## src/rtl/led_bank_arbiter.sv

```systemverilog
// led_bank_arbiter: shares an 8-bit LED bank between two requesters.
// Each grant is shown for a fixed hold time. Priority rotates, and an
// idle heartbeat is shown when no request is being served.
//   clk, rst       : clock, async active-high reset
//   req[1:0]       : level requests, dropped by requester on gnt
//   pat0, pat1     : patterns, sampled only at the grant edge
//   gnt[1:0]       : one-cycle one-hot grant pulse
//   busy           : high while a granted pattern is displayed
//   LEDs_8Bit[7:0] : registered LED drive
module led_bank_arbiter #(
    parameter int TICK_DIV   = 100000,
    parameter int HOLD_TICKS = 250
) (
    input  logic       clk,
    input  logic       rst,
    input  logic [1:0] req,
    input  logic [7:0] pat0,
    input  logic [7:0] pat1,
    output logic [1:0] gnt,
    output logic       busy,
    output logic [7:0] LEDs_8Bit
);

    localparam int PW = (TICK_DIV > 1) ? $clog2(TICK_DIV) : 1;
    localparam int HW = $clog2(HOLD_TICKS + 1);
    localparam logic [PW-1:0] PMAX  = PW'(TICK_DIV - 1);
    localparam logic [HW-1:0] HLOAD = HW'(HOLD_TICKS);
    localparam logic [7:0]    HB_A  = 8'hAA;

    typedef enum logic {IDLE, SHOW} state_t;

    state_t      state_q, state_d;
    logic [PW-1:0] presc_q, presc_d;
    logic [HW-1:0] hold_q, hold_d;
    logic        last_q, last_d;
    logic [7:0]  led_q, led_d;
    logic [1:0]  gnt_q, gnt_d;

    logic tick;
    logic hold_one;
    logic expire;
    logic grant;
    logic win;

    assign tick     = (presc_q == PMAX);
    assign hold_one = (hold_q == HW'(1));
    assign expire   = (state_q == SHOW) && tick && hold_one;
    // Arbitration happens whenever idle, or at the end of a slot.
    assign grant    = ((state_q == IDLE) || expire) && (|req);
    // On a tie the requester not granted last time wins.
    assign win      = (req[1] && req[0]) ? ~last_q : req[1];

    always_comb begin
        state_d = state_q;
        presc_d = tick ? '0 : presc_q + PW'(1);
        hold_d  = hold_q;
        last_d  = last_q;
        led_d   = led_q;
        gnt_d   = 2'b00;
        if (grant) begin
            // Restart the prescaler so the slot length is exact.
            state_d = SHOW;
            presc_d = '0;
            hold_d  = HLOAD;
            last_d  = win;
            gnt_d   = win ? 2'b10 : 2'b01;
            led_d   = win ? pat1 : pat0;
        end else if (expire) begin
            state_d = IDLE;
            presc_d = '0;
            hold_d  = HLOAD;
            led_d   = HB_A;
        end else if (tick) begin
            if ((state_q == IDLE) && hold_one) begin
                led_d  = ~led_q;
                hold_d = HLOAD;
            end else begin
                hold_d = hold_q - HW'(1);
            end
        end
    end

    always_ff @(posedge clk or posedge rst) begin
        if (rst) begin
            state_q <= IDLE;
            presc_q <= '0;
            hold_q  <= HLOAD;
            last_q  <= 1'b1;
            led_q   <= HB_A;
            gnt_q   <= 2'b00;
        end else begin
            state_q <= state_d;
            presc_q <= presc_d;
            hold_q  <= hold_d;
            last_q  <= last_d;
            led_q   <= led_d;
            gnt_q   <= gnt_d;
        end
    end

    assign gnt       = gnt_q;
    assign busy      = (state_q == SHOW);
    assign LEDs_8Bit = led_q;

endmodule
```

## config.mk

```make
export PLATFORM = sky130hd
export DESIGN_NAME = led_bank_arbiter
export DESIGN_NICKNAME = d
export VERILOG_FILES = /design/src/rtl/led_bank_arbiter.sv
export SDC_FILE = /design/constraint.sdc
export NUM_CORES = 1
export LEC_CHECK = 0
export ABC_AREA = 1
export CORE_UTILIZATION = 50
export CTS_CLUSTER_SIZE = 28
export DETAILED_ROUTE_END_ITERATION = 6
export GPL_TIMING_DRIVEN = 0
export PLACE_DENSITY = 0.74
export SKIP_LAST_GASP = 1
export SYNTH_ARGS = -nofsm -noshare
export SYNTH_HDL_FRONTEND = slang
export SYNTH_SLANG_ARGS = --single-unit
```

## constraint.sdc

```tcl
create_clock -name clk -period 2 [get_ports clk]
set_input_delay 0.2 -clock clk [delete_from_list [all_inputs] [get_ports clk]]
set_output_delay 0.2 -clock clk [all_outputs]
set_load 0.005 [all_outputs]
```

Word-level counts from Yosys, hierarchy flattened
Index checks and enable logic that the tools add are counted.
- bits in registers: 37
- latch bits: 0
- bits in writable memories: 0
- ROM bits: 0
- input port bits: 20
- output and inout bits: 11
- word-level logic and storage cells: 41
- memories: 0
- add/sub/neg operators: 2
- multipliers: 0
- divide/modulo/power cells: 0
- order comparisons: 0
- equal/unequal tests: 2
- shift operators: 0
- mux-type cells: 17
- bitwise operators: 3
- reductions and logical operators: 11
- operators with widths (operator ; number):
    $mux 8 ; 9
    $mux 17 ; 3
    $add 17x1->17 const B ; 1
    $eq 17x17->1 const B ; 1
    $eq 8x1->1 const B ; 1
    $not 8->8 ; 1
    $sub 8x1->8 const B ; 1
    $reduce_bool 3->1 ; 2
    $logic_and 1x1->1 ; 5
    $mux 2 ; 2
    $mux 1 ; 3
    $not 1->1 ; 2
    $reduce_and 2->1 ; 1
    $reduce_bool 2->1 ; 1
    $reduce_or 2->1 ; 1
    $logic_or 1x1->1 ; 1

Logic depth before layout (Yosys ltp)
- depth in word-level cells: 7
- depth in mapped cells: 12
- gate-level depth less buffers: 11

Worst setup path after synthesis
OpenSTA, ideal clock, no wires.
- kind: reg2reg
- start point: reg hold_q[1]
- end point: reg led_q[2], in the netlist LEDs_8Bit[2]
- setup time: 0.117 ns
- arrival time: 1.422 ns
- required time: 1.883 ns
- setup slack: 0.461 ns
- stages on the path, launching flop included: 10
- buffers on the path: 1
- clock period less this slack: 1.539 ns
- cells stage by stage: dfstp_2 > inv_1 > ha_1 > nand3_1 > or2_4 > o22ai_4 > inv_4 > buf_6 > nand2_1 > nand2_1
- cells in the longest elaborated chain, start to end: 6
- elaborated cells between the ends (all ways): 10
- classes of those cells: 1 x eq/ne; 2 x mux; 7 x reduce/logical
- RTL lines (what ; line ; source):
    start: declaration ; 34 ; logic [HW-1:0] hold_q, hold_d;
    start signal: assignment ; 94 ; hold_q <= hold_d;
    $eq 8x1->1 * ; 46 ; assign hold_one = (hold_q == HW'(1));
    $logic_and 1x1->1 ; 47 ; assign expire = (state_q == SHOW) && tick && hold_one;
    $logic_or 1x1->1 ; 49 ; assign grant = ((state_q == IDLE) || expire) && (|req);
    $logic_and 1x1->1 ; 49 ;
    $reduce_bool 3->1 (no line) ; -- ;
    $reduce_and 2->1 (no line) ; -- ;
    end signal: assignment ; 96 ; led_q <= led_d;
    end: declaration ; 36 ; logic [7:0] led_q, led_d;
Every way passes the cells marked *; elsewhere a longest branch is shown, timed or not.
A chain may end at the register's enable or synchronous reset.

Worst setup path after layout
- start point: reg presc_q[0]
- end point: reg led_q[2], in the netlist LEDs_8Bit[2]
- cells in the longest elaborated chain, start to end: 7
- elaborated cells between the ends (all ways): 10
- classes of those cells: 1 x eq/ne; 2 x mux; 7 x reduce/logical
- RTL lines (what ; line ; source):
    start: declaration ; 33 ; logic [PW-1:0] presc_q, presc_d;
    start signal: assignment ; 93 ; presc_q <= presc_d;
    $eq 17x17->1 * ; 45 ; assign tick = (presc_q == PMAX);
    $logic_and 1x1->1 (2 in series) ; 47 ;
    $logic_or 1x1->1 ; 49 ;
    $logic_and 1x1->1 ; 49 ;
    $reduce_bool 3->1 (no line) ; -- ;
    $reduce_and 2->1 (no line) ; -- ;
Marked as above.

==> flow_metrics.py <==
metrics = {
    "route": {
        "drt-total-wl_um": 4671,
        "via_per_inst": 5.188,
        "drt-met1-wl_um": 2264,
        "routedWlPerCell_um": 12.73,
        "firstDrtPassIters": 4,
        "route.vias.total": 1904,
        "top_layer": "met4",
        "met3_length_um": 281,
        "antenna_left": 0,
        "drc": 0,
        "drt_iter0_drc": 101,
        "dr_wl_met2_um": 2052,
    },
    "synth": {
        "ys_seq_area_share_pct": 43.51,
        "synth_compound_area_share_pct": 7.068,
        "ys_ff_latch": 37,
        "synth_xor_area_share_pct": 3.244,
        "synth_simple_gate_area_share_pct": 36.56,
        "yosysWarnings": 0,
        "synth_adder_area_share_pct": 1.738,
        "synth_cell_types": 35,
        "synth_area_um2": 2160,
        "synth_nets": 302,
        "synth.area.mux_share_pct": 0,
        "synth_top_family_by_area": "simple AND/OR/NAND/NOR gates",
        "synth_cells": 279,
        "syn_area_per_cell_um2": 7.740,
    },
    "setup_path": {
        "critical_path.max_fanout": 10,
        "critical_path_arrival_ps": 1940,
        "ff2ff_setup_slack_ps": 240,
        "reg2regPathDepth": 9,
        "reg2reg_from": "presc_q[0]",
        "r2r-end": "LEDs_8Bit[2]",
        "path_class": "flop to flop",
        "start_kind": "flop",
        "cp-end-kind": "flop",
        "cp.required_ps": 2180,
    },
    "timing": {
        "relSlewSlack_pct": 48.25,
        "maxSlewViolCount": 0,
        "finalHoldViolCount": 0,
        "setup_tns_ps": 0,
        "worst_pin_slew_ps": 775.1,
        "fin_skew_ps": 8.364,
        "rsz0062_at_grt": "false",
        "setup_viol": 0,
        "max_freq_mhz": 569.4,
        "period_share_pct": 87.82,
        "min_period_ps": 1756,
    },
    "status": {
        "status": "finished, final reports clean",
    },
    "clock_tree": {
        "cts_setup_buffers": 0,
        "numClockSinks": 37,
        "cts_hold_buf": 0,
        "cts_tree": "yes",
        "cts-htree-levels": 2,
        "clock_latency_ps": 290,
        "clockBufferDepth": 2,
        "path_clk_slew_ps": 80,
        "post_cts_resized": 0,
        "cts_inserted_buffers": 5,
        "clock_tree.root_cell": "clkbuf_8",
    },
    "final_layout": {
        "antennaDiodeCount": 0,
        "drive_gt1_share_pct": 12.93,
        "ff_latch_area_um2": 939.7,
        "fillers": 357,
        "nNetsFinal": 339,
        "area_growth_pct": 20.57,
        "multi_input_area_um2": 1050,
    },
    "power_and_ir_drop": {
        "irDropWorstVdd_uv": 335.4,
        "total_power_w": 0.001337,
        "powerDensity_nw_per_um2": 513.6,
        "leakage_nw": 1.181,
    },
    "global_route": {
        "grt_start_max_net_pins": 38,
        "antenna_found_initial": 0,
        "grt_pass1_vias": 1766,
        "grt_pass1_wl_um": 8086,
        "grt_use_total_pct": 23.92,
        "overflow": 0,
    },
    "floorplan": {
        "die_height_um": 67.72,
        "core_um2": 4086,
        "die-area_um2": 4586,
        "ios": 31,
        "fp.dieW_um": 67.72,
        "start_util_pct": 52.85,
        "row_count": 23,
    },
    "placed_design": {
        "hpwl_um": 3318,
        "io_buffers": 30,
        "place_congestion": 0.8544,
    },
    "run": {
        "maxCapViolCount": 0,
    },
    "min_path": {
        "min_path_type": "primary input to asynchronous set/reset pin",
    },
}
-- worst max-delay path, cell delays in order, from the launching register on --
cell	delay, ps
dfrtp_1	370
ha_1	220
nand3_1	160
inv_2	110
nand3_2	130
o22ai_4	290
inv_4	100
buf_6	160
nand2_1	50
nand2_1	50
-- metrics by stage --
step	setup slack (ps)	hold WS, ps	cell area [µm²]	instances	util, %
finish	243.6	370.2	2604	367	63.72
global route	36.30	464.5	2604	367	63.72
CTS	245.2	405.8	2604	367	63.72
detailed placement	179.2	457.2	2522	359	61.73
global placement	120.4	452.6	2522	359	61.73
floorplan	461.5	371.5	2160	279	-
-- final cells by class --
class / count / area share (%)
buffer: 8 / 1.970
multi-input combinational: 203 / 40.32
clock inverter: 1 / 0.1922
timing repair buffer: 30 / 11.53
tap: 50 / 2.403
clock buffer: 7 / 2.931
inverter: 31 / 4.565
sequential: 37 / 36.09
-- sequential cells by signal, summed over array words and instances, names as in the netlist --
register,cells
presc_q,17
gnt,2
busy,1
hold_q,8
last_q,1
LEDs_8Bit,8
-- layer usage --
layer / track usage (%) / up-vias
li1: - / 974
met1: 32.63 / 867
met4: 8.511 / 0
met3: 6.419 / 8
met2: 36.01 / 55
met5: 0 / -
-- cells by family after synthesis --
logic type,Yosys count
and+or+nand+nor,170
xor gates and xnor gates,8
buffers and inverters,39
adders and majority gates,3
DFF,37
AOI/OAI and AO/OA,22
-- synthesized netlist by cell type, drive strengths merged --
cell type,instances,area [µm²]
a21oi,3,15.01
buf,5,40.04
clkbuf,3,11.26
clkinv,2,7.510
dfrtp,26,650.6
dfstp,11,289.0
ha,3,37.54
inv,29,111.4
nand2,83,329.1
nand3,28,145.1
nand3b,5,37.54
nand4,6,37.54
nor2,34,155.1
nor3,9,45.04
nor3b,1,12.51
nor4,2,12.51
o2111ai,1,8.760
o211ai,8,60.06
o21ai,9,48.79
o22ai,1,20.02
or2,2,15.02
xnor2,1,8.760
xor2,7,61.31
-- layout by cell type (no fill, tap or decap), types with 6 or more instances in the layout --
| cell | n |
|---|---|
| nor3_1 | 9 |
| dfstp_2 | 11 |
| nand3_1 | 27 |
| nand2_1 | 78 |
| nand4_1 | 6 |
| xor2_1 | 7 |
| o211ai_1 | 8 |
| clkdlybuf4s50_1 | 30 |
| dfrtp_1 | 26 |
| nor2_1 | 29 |
| inv_1 | 25 |
-- how the worst max path moves through the flow --
stage | start | to | slack [ps]
3_5_place_dp | req[1] | LEDs_8Bit[4] | 180
6_report | presc_q[0] | LEDs_8Bit[2] | 240
5_1_grt | presc_q[0] | LEDs_8Bit[0] | 40
3_3_place_gp | rst | LEDs_8Bit[2] | 120
4_1_cts | presc_q[0] | LEDs_8Bit[4] | 250
2_1_floorplan | hold_q[1] | LEDs_8Bit[2] | 460
-- power by group --
part           internal [W]  switching [W]  total (W)
Sequential         0.000749              0   0.000749
Combinational     0.0000410      0.0000397  0.0000807
Clock              0.000245       0.000263   0.000508
Power figures use the tool's default switching activity.
==> RTL edit 1 (same settings) <==
`HOLD_TICKS`: 250 -> 500.
--- a/src/rtl/led_bank_arbiter.sv
+++ b/src/rtl/led_bank_arbiter.sv
@@ -10,5 +10,5 @@
 module led_bank_arbiter #(
     parameter int TICK_DIV   = 100000,
-    parameter int HOLD_TICKS = 250
+    parameter int HOLD_TICKS = 500
 ) (
     input  logic       clk,
Check against the original RTL: same outputs for any inputs over 10 cycles, from zero or initial values and one cycle with rst high; that may be too few to reach the edited logic, so the function may still have changed.
==> RTL edit 1 against the unedited design <==
  * Count of clock-buffer cells in the layout fell by 1
  * Total power is 25% higher
  * Fmax shrank 0.59%
  * Wire length rose by 4.1%
  * Setup slack got worse by 0.010 ns
  * Combinational power shrank 2%
  * Die area rose by 6.1%
  * Design area is 7.7% higher
  * Area after synthesis increased by 6.3%
  * Worst hold slack worse by 0.0096 ns
  * Sequential cell count grew 1
  * Critical path type unchanged
  * Critical endpoint is now LEDs_8Bit[6]
==> RTL edit 1: results (changes against the unedited design) <==
- Status: complete, no violations
- Largest net degree at the start of global routing: 39 (+2.6%)
- Largest Register: presc_q
- Synthesized area per cell: 7.53 sq um (-2.7%)
- Top post-synthesis cells by area: dfrtp_1 (29%), nand2_1 (15%), dfstp_2 (13%), nand3_1 (6.1%), inv_1 (4.9%)
- Lkg Pwr: 1.28 nW (+8.8%)
- First-pass GRT wire length: 8660 microns (+7.1%)
- Met2 wire length: 2140 microns (+4.1%)
- Data arrival time of the critical path: 2.01 ns (+0.07 ns)
- Largest fanout on the critical path: 10 (unchanged)
- Antenna violations before repair: 0 (unchanged)
- Seq/Total Area, Yosys: 42.0% (-1.5 points)
- Crit. Startpoint: hold_q[1]
- Final #Nets: 365 (+7.7%)
- Initial DRT Pass Iterations: 5 (+1)
- Via density: 5.13 (-1.1%)
- GR Util met3: 5.81% (-0.60 points)
- Slew @ Worst Pin: 0.779 ns (+0.00437 ns)
- Worst skew pair latency: 0.30 ns
- Vias in the first global route: 1989 (+13%)
- DP Worst Slack: 0.0937 ns (-0.0854 ns)
- Final HPWL DP: 3450 microns (+4.0%)
- Critical path's largest stage delay: 0.40 ns (+0.03 ns)
- DP Area: 2660 sq um (+5.5%)
- Synth Net Count: 328 (+8.6%)
- WL met3: 230 microns (-18%)
- Worst path slowest cell: dfrtp_1
- CTS Buffer Depth: 2 (unchanged)
- Drt initial violations: 116 (+15%)
- CP delay by family, top: simple AND/OR/NAND/NOR gates
- Max Clock Skew: 0.0104 ns (+0.00204 ns)
- Placed Cells: 387 (+7.8%)
- Share of cells above drive strength 1: 14.3% (+1.4 points)
- Commonest cells in the synthesized netlist: nand2_1 (93), inv_1 (30), nand3_1 (28), dfrtp_1 (27), nor2_1 (27)
- Placer congestion estimate: 0.897 (+5.0%)
- GRT met2 Usage: 34.6% (-1.4 points)
- Count of different cell masters after synthesis: 36 (+2.9%)
- All-Layer GR Usage: 22.3% (-1.6 points)
- Finished Layout Cells: 395 (+7.6%)
- DRT met1 WL: 2420 microns (+6.7%)
- Fillers: 405 (+13%)
- DRT Wirelength: 4860 microns (+4.1%)
- Worst VDD drop: 0.344 mV (+2.5%)
- GRT met1 Usage: 29.8% (-2.8 points)
-- RTL edit 1: changes by cell type after synthesis, moves of 2 or more --
cell,delta
xor2_1,-2
nand2_1,+15
nor2_2,+3
nand3_2,+2
nor2_1,-2
inv_1,+4
inv_2,+3
o21ai_1,-4
nand2_2,-2
a21oi_1,+6
-- RTL edit 1: path summary, 6_finish.rpt --
check	end	cells past startpoint	slack [ns]
max	LEDs_8Bit[6]	12	0.23
min	presc_q[14]	2	0.36
max reg2reg	LEDs_8Bit[6]	12	0.23
min reg2reg	presc_q[0]	1	0.46
max in group asynchronous	presc_q[8]	2	1.14
min in group clk	presc_q[0]	1	0.46
-- RTL edit 1: cell families (layout without fill, tap and decap cells) --
kind of cell             Yosys count  after routing  synth area share (%)
AND/OR/NAND/NOR                  184            184                  37.4
buffers and inverters             47             85                  8.61
flip-flops                        38             38                  42.0
AO/OA/AOI/OAI                     27             27                  8.01
XOR/XNOR                           6              6                  2.29
adder cells (fa/ha/maj)            3              3                  1.64
-- RTL edit 1: where the power goes --
| part | internal, mW | switching [mW] |
|---|---|---|
| Combinational | 0.0410 | 0.0382 |
| Clock | 0.532 | 0.286 |
| Sequential | 0.769 | 0 |
| Total | 1.34 | 0.325 |
-- RTL edit 1: final cells by class --
| type | count | area (sq um) | area share (%) |
|---|---|---|---|
| Multi-Input combinational cell | 220 | 1130 | 40.4 |
| Sequential cell | 38 | 965 | 34.4 |
| Timing Repair Buffer | 30 | 300 | 10.7 |
| Inverter | 38 | 145 | 5.18 |
| Clock buffer | 6 | 82.6 | 2.95 |
| Tap cell | 52 | 65.1 | 2.32 |
| Clock inverter | 2 | 60.1 | 2.14 |
| Buffer | 9 | 52.6 | 1.87 |
==> RTL edit 2 (same flow settings) <==
Without the edit above. Register the output `LEDs_8Bit` once more, cleared by the reset; this adds one clock of latency there. The other outputs are not delayed to match. Comments in the files are not updated.
--- a/src/rtl/led_bank_arbiter.sv
+++ b/src/rtl/led_bank_arbiter.sv
@@ -101,5 +101,11 @@
     assign gnt       = gnt_q;
     assign busy      = (state_q == SHOW);
-    assign LEDs_8Bit = led_q;
+    always_ff @(posedge clk or posedge rst) begin
+        if (rst) begin
+            LEDs_8Bit <= '0;
+        end else begin
+            LEDs_8Bit <= led_q;
+        end
+    end
 
 endmodule
Behaviour: not the same (a bounded check fails within 4 cycles, from zero or initial values and one cycle with rst high).
==> RTL edit 2 against the unedited design <==
  * Clock power up 59%
  * Design area up 19%
  * Total power up 35%
  * Worst hold slack worse by 0.20 ns
  * Non-clock buffer count up 5
  * Area after synthesis up 18%
  * Setup slack worse by 0.059 ns
  * Sequential cell count up 8
  * Wire length up 17%
  * Combinational power up 13%
  * Largest cell class unchanged
==> RTL edit 2: results (changes against the unedited design) <==
- Status: complete, no violations
- Fillers: 426 (+19%)
- Non-clk bufs: 43 (+13%)
- Placed Cells: 411 (+14%)
- Commonest cells in the synthesized netlist: nand2_1 (71), nor2_1 (40), nand3_1 (39), dfrtp_1 (34), inv_1 (33)
- Share of cells above drive strength 1: 15.2% (+2.3 points)
- Largest net degree at the start of global routing: 33 (-13%)
- Placer congestion estimate: 0.939 (+9.8%)
- Worst VDD drop: 0.252 mV (-25%)
- DP Worst Slack: 0.0272 ns (-0.152 ns)
- FF+latch area: 1140 sq um (+21%)
- All-Layer GR Usage: 22.3% (-1.7 points)
- Multi-input comb cells: 223 (+9.9%)
- Max Clock Skew: 0.00475 ns (-0.00361 ns)
- Via density: 5.21 (+0.49%)
- Routed WL per cell: 12.9 microns (+1.5%)
- P_int: 1.45 mW (+41%)
- WL met3: 224 microns (-20%)
- Clock power frac: 44.6% (+6.6 points)
- Clock buffer count: 5 (-2)
- GRT met2 Usage: 36.1% (+0.096 points)
- Clk cell area share: 4.33% (+1.2 points)
- Yosys reg bits: 45 (+22%)
- Die W: 73.3 microns (+8.2%)
- Seq/Total Area, Yosys: 44.9% (+1.4 points)
- DRT met1 WL: 2540 microns (+12%)
- Final HPWL DP: 3990 microns (+20%)
- Data buffer area share: 13.0% (-0.48 points)
- Area of the multi-input gates: 1200 sq um (+14%)
- DP Area: 2930 sq um (+16%)
- Vias in the first global route: 2087 (+18%)
- Count of different cell masters after synthesis: 34 (-2.9%)
==> RTL edit 2: kinds of logic after synthesis <==
group	share of synthesized area, %
and+or+nand+nor	33.5
buffers and inverters	8.08
DFF	44.9
AOI/OAI and AO/OA	6.16
xor gates and xnor gates	4.14
muxes	1.77
adders and majority gates	1.48
==> RTL edit 2: worst paths after layout <==
| path | from | end | slack, ns | depth (start not counted) |
|---|---|---|---|---|
| worst max-delay path | presc_q[0] | presc_q[14] | 0.18 | 11 |
| worst min-delay path | rst | presc_q[11] | 0.17 | 2 |
| worst max register to register | presc_q[0] | presc_q[14] | 0.18 | 11 |
| worst min register to register | led_q[4] | LEDs_8Bit[4] | 0.41 | 0 |
| max in group asynchronous | rst | hold_q[1] | 1.30 | 3 |
| min in group clk | req[1] | gnt[0] | 0.17 | 2 |
==> RTL edit 2: repair_timing <==
action | CTS | global route
gates resized for setup | 0 | 1
hold buffers | 0 | 0
setup buffers | 0 | 3
setup endpoints to repair | 0 | 11
